--- src/rtl/frame_serializer_ctrl_if.sv ---
// Handshake and serial-output bundle between the word source, the pattern matcher and the frame serializer.
// master drives the control and word inputs; slave is the serializer's own view.
interface frame_serializer_ctrl_if #(
    parameter int WORD_W = 16
);
    logic              enable;
    logic              is_matching;
    logic [WORD_W-1:0] s_data;
    logic              s_valid;
    logic              s_ready;
    logic              ser_out;
    logic              ser_valid;
    logic              frame_start;
    logic              frame_done;
    logic              underrun;
    logic [1:0]        state_o;

    modport master (
        output enable, is_matching, s_data, s_valid,
        input  s_ready, ser_out, ser_valid, frame_start, frame_done, underrun, state_o
    );

    modport slave (
        input  enable, is_matching, s_data, s_valid,
        output s_ready, ser_out, ser_valid, frame_start, frame_done, underrun, state_o
    );
endinterface

--- src/rtl/frame_serializer_ctrl.sv ---
// Qualifies a sync run, then shifts FRAME_WORDS words out MSB-first; first bit one cycle after its handshake.
// s_ready is combinational and only opens in RUN on an empty or last-bit shifter; source gaps mid-frame flag underrun.
module frame_serializer_ctrl #(
    parameter int WORD_W      = 16,
    parameter int SYNC_MIN    = 4,
    parameter int FRAME_WORDS = 8
) (
    input  logic                          clk,
    input  logic                          rst,
    frame_serializer_ctrl_if.slave        bus
);
    localparam int SW = $clog2(SYNC_MIN + 1);
    localparam int WW = $clog2(FRAME_WORDS + 1);
    localparam int BW = $clog2(WORD_W);

    localparam logic [SW-1:0] SYNC_MAX  = SW'(SYNC_MIN);
    localparam logic [WW-1:0] WORDS_MAX = WW'(FRAME_WORDS);
    localparam logic [BW-1:0] BIT_LAST  = BW'(WORD_W - 1);

    typedef enum logic [1:0] {
        ST_ARMED = 2'b00,
        ST_SYNC  = 2'b01,
        ST_RUN   = 2'b10
    } state_t;

    state_t            state_q,       state_d;
    logic [SW-1:0]     sync_cnt_q,    sync_cnt_d;
    logic [WORD_W-1:0] shift_q,       shift_d;
    logic              loaded_q,      loaded_d;
    logic [BW-1:0]     bit_cnt_q,     bit_cnt_d;
    logic [WW-1:0]     words_acc_q,   words_acc_d;
    logic [WW-1:0]     words_sent_q,  words_sent_d;
    logic              frame_start_q, frame_start_d;
    logic              frame_done_q,  frame_done_d;
    logic              underrun_q,    underrun_d;

    logic last_bit;
    logic s_ready_c;
    logic hs;

    assign last_bit  = loaded_q && (bit_cnt_q == BIT_LAST);
    assign s_ready_c = (state_q == ST_RUN) && (words_acc_q < WORDS_MAX)
                       && (!loaded_q || (bit_cnt_q == BIT_LAST));
    assign hs        = s_ready_c && bus.s_valid;

    always_comb begin
        state_d       = state_q;
        sync_cnt_d    = sync_cnt_q;
        shift_d       = shift_q;
        loaded_d      = loaded_q;
        bit_cnt_d     = bit_cnt_q;
        words_acc_d   = words_acc_q;
        words_sent_d  = words_sent_q;
        frame_start_d = 1'b0;
        frame_done_d  = 1'b0;
        underrun_d    = underrun_q;

        case (state_q)
            ST_ARMED: begin
                if (bus.enable && bus.is_matching) begin
                    state_d    = ST_SYNC;
                    sync_cnt_d = SW'(1);
                end
            end
            ST_SYNC: begin
                if (bus.is_matching) begin
                    if (sync_cnt_q < SYNC_MAX)
                        sync_cnt_d = sync_cnt_q + SW'(1);
                end else begin
                    sync_cnt_d = '0;
                    if (sync_cnt_q >= SYNC_MAX) begin
                        state_d       = ST_RUN;
                        underrun_d    = 1'b0;
                        frame_start_d = 1'b1;
                    end else begin
                        state_d = ST_ARMED;
                    end
                end
            end
            ST_RUN: begin
                if (loaded_q) begin
                    shift_d   = shift_q << 1;
                    bit_cnt_d = bit_cnt_q + BW'(1);
                    if (last_bit) begin
                        words_sent_d = words_sent_q + WW'(1);
                        loaded_d     = 1'b0;
                        bit_cnt_d    = '0;
                    end
                end
                // A handshake on the last bit reloads in place, so consecutive words never bubble.
                if (hs) begin
                    shift_d     = bus.s_data;
                    loaded_d    = 1'b1;
                    bit_cnt_d   = '0;
                    words_acc_d = words_acc_q + WW'(1);
                end
                if (!loaded_q && (words_acc_q != '0) && (words_acc_q < WORDS_MAX) && !bus.s_valid)
                    underrun_d = 1'b1;
                if (last_bit && (words_sent_q == WORDS_MAX - WW'(1))) begin
                    state_d      = ST_ARMED;
                    frame_done_d = 1'b1;
                    words_acc_d  = '0;
                    words_sent_d = '0;
                    loaded_d     = 1'b0;
                    bit_cnt_d    = '0;
                end
            end
            default: begin
                state_d = ST_ARMED;
            end
        endcase
    end

    always_ff @(posedge clk) begin
        if (rst) begin
            state_q       <= ST_ARMED;
            sync_cnt_q    <= '0;
            shift_q       <= '0;
            loaded_q      <= 1'b0;
            bit_cnt_q     <= '0;
            words_acc_q   <= '0;
            words_sent_q  <= '0;
            frame_start_q <= 1'b0;
            frame_done_q  <= 1'b0;
            underrun_q    <= 1'b0;
        end else begin
            state_q       <= state_d;
            sync_cnt_q    <= sync_cnt_d;
            shift_q       <= shift_d;
            loaded_q      <= loaded_d;
            bit_cnt_q     <= bit_cnt_d;
            words_acc_q   <= words_acc_d;
            words_sent_q  <= words_sent_d;
            frame_start_q <= frame_start_d;
            frame_done_q  <= frame_done_d;
            underrun_q    <= underrun_d;
        end
    end

    assign bus.s_ready     = s_ready_c;
    assign bus.ser_out     = shift_q[WORD_W-1];
    assign bus.ser_valid   = loaded_q;
    assign bus.frame_start = frame_start_q;
    assign bus.frame_done  = frame_done_q;
    assign bus.underrun    = underrun_q;
    assign bus.state_o     = state_q;
endmodule

--- src/flat_wrapper.sv ---
// flat-port wrapper written by rule: the top's interface ports become plain ports
module frame_serializer_ctrl_flat 
#(
    parameter int WORD_W      = 16,
    parameter int SYNC_MIN    = 4,
    parameter int FRAME_WORDS = 8
)
  (clk, rst, bus_enable, bus_is_matching, bus_s_data, bus_s_valid, bus_s_ready, bus_ser_out, bus_ser_valid, bus_frame_start, bus_frame_done, bus_underrun, bus_state_o);
  frame_serializer_ctrl_if #(.WORD_W(WORD_W)) bus_i ();
  input  logic clk;
  input  logic rst;
  input wire logic [$bits(bus_i.enable)-1:0] bus_enable;
  input wire logic [$bits(bus_i.is_matching)-1:0] bus_is_matching;
  input wire logic [$bits(bus_i.s_data)-1:0] bus_s_data;
  input wire logic [$bits(bus_i.s_valid)-1:0] bus_s_valid;
  output wire logic [$bits(bus_i.s_ready)-1:0] bus_s_ready;
  output wire logic [$bits(bus_i.ser_out)-1:0] bus_ser_out;
  output wire logic [$bits(bus_i.ser_valid)-1:0] bus_ser_valid;
  output wire logic [$bits(bus_i.frame_start)-1:0] bus_frame_start;
  output wire logic [$bits(bus_i.frame_done)-1:0] bus_frame_done;
  output wire logic [$bits(bus_i.underrun)-1:0] bus_underrun;
  output wire logic [$bits(bus_i.state_o)-1:0] bus_state_o;
  assign bus_i.enable = bus_enable;
  assign bus_i.is_matching = bus_is_matching;
  assign bus_i.s_data = bus_s_data;
  assign bus_i.s_valid = bus_s_valid;
  assign bus_s_ready = bus_i.s_ready;
  assign bus_ser_out = bus_i.ser_out;
  assign bus_ser_valid = bus_i.ser_valid;
  assign bus_frame_start = bus_i.frame_start;
  assign bus_frame_done = bus_i.frame_done;
  assign bus_underrun = bus_i.underrun;
  assign bus_state_o = bus_i.state_o;
  frame_serializer_ctrl #(.WORD_W(WORD_W), .SYNC_MIN(SYNC_MIN), .FRAME_WORDS(FRAME_WORDS)) u_core (.clk(clk), .rst(rst), .bus(bus_i));
endmodule
--- config.mk ---
export PLATFORM = sky130hd
export DESIGN_NAME = frame_serializer_ctrl_flat
export DESIGN_NICKNAME = d
export VERILOG_FILES = /design/src/rtl/frame_serializer_ctrl_if.sv /design/src/rtl/frame_serializer_ctrl.sv /design/src/flat_wrapper.sv
export SDC_FILE = /design/constraint.sdc
export NUM_CORES = 1
export LEC_CHECK = 0
export ABC_AREA = 0
export BUFFER_PORTS_ARGS = -buffer_cell sky130_fd_sc_hd__buf_2
export CAP_MARGIN = 15
export CORE_MARGIN = 5
export CORE_UTILIZATION = 50
export CTS_CLUSTER_SIZE = 28
export DETAILED_ROUTE_END_ITERATION = 7
export PLACE_DENSITY = 0.81
export RECOVER_POWER = 25
export REMOVE_ABC_BUFFERS = 1
export SYNTH_ARGS = -nofsm -noshare
export SYNTH_HDL_FRONTEND = slang
export SYNTH_SLANG_ARGS = --single-unit
--- constraint.sdc ---
create_clock -name clk -period 1.7 [get_ports clk]
set_input_delay 0.425 -clock clk [delete_from_list [all_inputs] [get_ports clk]]
set_output_delay 0.425 -clock clk [all_outputs]
set_load 0.01 [all_outputs]
==> impl_results.md <==
* Area Growth Syn to Fin at 36.6%
* Largest driver fanout on the critical path at 4
* Half-perimeter wire length after placement at 2.74 mm
* Overall power after layout at about 1.6 mW
* # H-tree levels at 2
* Setup crit end kind: output pin
* Status: finished with violations
* Final routed DRC violation total at 0
* Failing checks: negative setup slack
* Post-detailed-route wirelength per cell at roughly 14 um
* Iteration-0 DRC count of the detailed router at roughly 110
* Number of warning messages in the yosys log at 0
* Leading register cell type out of synthesis: sky130_fd_sc_hd__dfxtp_1
* GR Layer Usage met2 at 26.4%
* Most frequent cells after synthesis: sky130_fd_sc_hd__dfxtp_1 (37), sky130_fd_sc_hd__nand2_1 (36), sky130_fd_sc_hd__nor2_1 (33)
* Post-synthesis cell type count at 44
* Critical Setup Path Class: flip-flop to output pin
* Post-synthesis area per instance at 8.22 um2
* Die area at around 5000 um2
* Critical path required time at 1.27 ns
* RSZ-0062 raised after global routing: true
* GRT Resource Usage Total at 16.9%
* Area share of xor/xnor cells in the synthesized design at less than 1%
* Cell leakage power at 0.919 nW
* Final WS setup at -0.0584 ns
* Max-cap violations at 0
* Met1 global-route usage at 21.6%
* CTS sink count at 37
* Worst Setup Start Kind: flip-flop
* Final critical path time including I/O delays and setup at 1.76 ns
* Die width at ~70 um
* Register-to-register path setup slack at -0.03 ns
* Initial core utilization at 52.5%
* Layer with the highest usage after global routing: met2
* Worst min-delay path startpoint: bus_s_data[0]
* I/O pin cnt at 29
* Hold Fails Final Rpt at 0
* Post-synth design cell area at ~1800 um2
* Number of nets still failing antenna checks after routing at 0
* PortBufs at 28
* Count of hold-fix buffers inserted at cts at 0
* GP Congestion at 0.808
* Via count normalized by instance count at 5.62
* Instance count of the mapped netlist at 218
* Cell accounting for the most synthesized area: sky130_fd_sc_hd__dfxtp_1
* Met3 global-route usage at 5.45%
* Final global-route overflow total at 0
* Fin. max-slew vios at 0
* Area share of and/or/nand/nor cells after synthesis at 25.9%
* Adder-cell area share of the yosys netlist at 4.19%
* Die Y-Extent at around 70 um
* Number of flops mapped to enable cells by yosys at 0
* Fin Clk Skew at 0.00639 ns
* Total vias in the final route at 1748
* Maximum number of pins on one net before global-route repair at 32
* Launch instance of the worst register-to-register path: u_core.bit_cnt_q[1]
* Total Nets Final at 291
* Clock transition at the register clock pins on the worst setup and hold paths after CTS at 0.11 ns
* Signal arrival time at the worst endpoint at 1.33 ns
* Vias in the first global route at 1525
* Max IR drop VDD at 527 uV
* Final setup fails at 4
* Fin crit share at 103%
* Multiplexer fraction of the synthesized cell area at 2.30%
* Post-synth ARST share at 0%
* Clk root buf: sky130_fd_sc_hd__clkbuf_4
* Most common cell in the synthesized netlist: sky130_fd_sc_hd__dfxtp_1
* Number of buffers inserted during clock tree synthesis at 5
* Capture instance of the worst register-to-register path: u_core.words_acc_q[0]
* Detailed Routing Iterations Pass 1 at 4
* Main combinational cell family by area after synthesis: simple AND/OR/NAND/NOR gates
* Number of diodes at 0
* Part of the Yosys area used for sequential elements at between 40 and 50%
* Std cell rows at 21
* Wire length of the first global-routing pass at 6.83 mm
* Worst hold path stage count at 3
* Placeable core region at approximately 3400 um2
* Clock latency of the later-clocked register in the worst-skew pair at 0.34 ns
* Post-synthesis sequential element count at 37
* Final sum of negative setup slack at -0.116 ns
* Top cells by area in the synthesized netlist: sky130_fd_sc_hd__dfxtp_1 (41%), sky130_fd_sc_hd__nand2_1 (7.5%), sky130_fd_sc_hd__a311oi_1 (7.3%)
* WL final at between 4 and 5 mm
* Worst Hold Endpoint: u_core.shift_q[0]
* Areal power density over the cells at 656 nW/um2
* Number of antenna violations at the first check in global routing at 0
* Measured slew at the worst slew-check pin at roughly 0.29 ns
* CTS tree: yes
* Layout cells sized above 1 at about 35%
* Maximum clock frequency at 0.569 GHz
* Fraction of synthesized cell area taken by the top area cell type at just over 40%
* Class of the tightest hold or removal check: input port to flip-flop
* Worst rel slew slack at 80.6%
* Complex-gate fraction of the synthesized area at 20.0%
* Register-to-Register Path Depth at 8
* Max Root-Sink Buffers at 2
[cell families (layout without fill, tap and decap cells)]
| kind of cell | Yosys count | in the layout |
|---|---|---|
| AOI/OAI and AO/OA | 48 | 48 |
| xor gates and xnor gates | 1 | 1 |
| adders and majority gates | 6 | 6 |
| buffers and inverters | 23 | 70 |
| DFF | 37 | 37 |
| muxes | 4 | 4 |
| and+or+nand+nor | 99 | 99 |
[flip-flops by register name, indices dropped and copies added (netlist names)]
signal                  flops
u_core.shift_q             16
u_core.bit_cnt_q            4
u_core.words_acc_q          4
u_core.words_sent_q         4
u_core.sync_cnt_q           3
u_core.bus.state_o          2
u_core.bus.frame_done       1
u_core.bus.frame_start      1
u_core.bus.ser_valid        1
u_core.bus.underrun         1
[layout by cell type (no fill, tap or decap), types with 6 or more instances in the layout]
| cell | count |
|---|---|
| sky130_fd_sc_hd__inv_1 | 8 |
| sky130_fd_sc_hd__a311oi_2 | 11 |
| sky130_fd_sc_hd__nand2_4 | 10 |
| sky130_fd_sc_hd__buf_2 | 24 |
| sky130_fd_sc_hd__clkbuf_1 | 7 |
| sky130_fd_sc_hd__nor2_1 | 33 |
| sky130_fd_sc_hd__buf_4 | 18 |
| sky130_fd_sc_hd__nand2_1 | 22 |
| sky130_fd_sc_hd__dfxtp_1 | 34 |
| sky130_fd_sc_hd__o21ai_0 | 6 |
| sky130_fd_sc_hd__a21oi_1 | 9 |
[layer usage]
| layer | up-vias | share of wire, % |
|---|---|---|
| met5 | - | 0 |
| met4 | 0 | 1.7 |
| met3 | 7 | 4.8 |
| met2 | 44 | 49 |
| met1 | 838 | 44 |
| li1 | 859 | - |
[report_power, final]
group / internal, mW / switching (mW) / leakage [nW]
clock network: 0.351 / 0.289 / 0.0455
logic: 0.0370 / 0.0511 / 0.574
registers: 0.872 / 0.00621 / 0.300
total: 1.26 / 0.347 / 0.919
[how the worst max path moves through the flow]
stage	slack (ns)	startpoint	endpoint	depth (start not counted)
after global routing	-0.14	u_core.bit_cnt_q[1]	bus_s_ready	4
after CTS	-0.05	u_core.bit_cnt_q[1]	bus_s_ready	4
after global placement	0.11	bus_s_valid	u_core.shift_q[4]	6
final	-0.06	u_core.bit_cnt_q[1]	bus_s_ready	4
after floorplan	-0.10	u_core.bit_cnt_q[0]	u_core.words_acc_q[0]	5
after detailed placement	0.03	u_core.bit_cnt_q[0]	u_core.words_acc_q[0]	6
[timing repair]
item                       in CTS  in global routing
gates resized for setup         9                 39
pin swaps                       2                 27
setup endpoints to repair       1                 16
buffers inserted                2                  6
gates cloned                    0                  2
[final cells by class]
class                           instances  area, um2
Multi-Input combinational cell        158       1140
Fill cell                             272        966
Sequential cell                        37        744
Timing Repair Buffer                   54        390
Tap cell                               46       57.6
Clock buffer                            7       55.1
Clock inverter                          1       30.0
Inverter                                8       30.0
[worst max-delay path, stage by stage (launching register included)]
cell	delay [ns]
sky130_fd_sc_hd__dfxtp_2	0.37
sky130_fd_sc_hd__ha_4	0.15
sky130_fd_sc_hd__nand3_4	0.10
sky130_fd_sc_hd__a211oi_2	0.21
sky130_fd_sc_hd__buf_2	0.16
[metrics by stage]
stage	util [%]	hold WS [ns]	area, um2	instances	setup slack, ns
2_1_floorplan	-	0.450	1720	203	-0.105
3_3_place_gp	60.3	0.461	2060	293	0.112
3_5_place_dp	60.3	0.468	2060	293	0.0342
4_1_cts	64.3	0.319	2200	303	-0.0475
5_1_grt	71.7	0.313	2450	311	-0.141
6_report	71.7	0.329	2450	311	-0.0584
No activity file was read; power rests on OpenSTA's default activity.
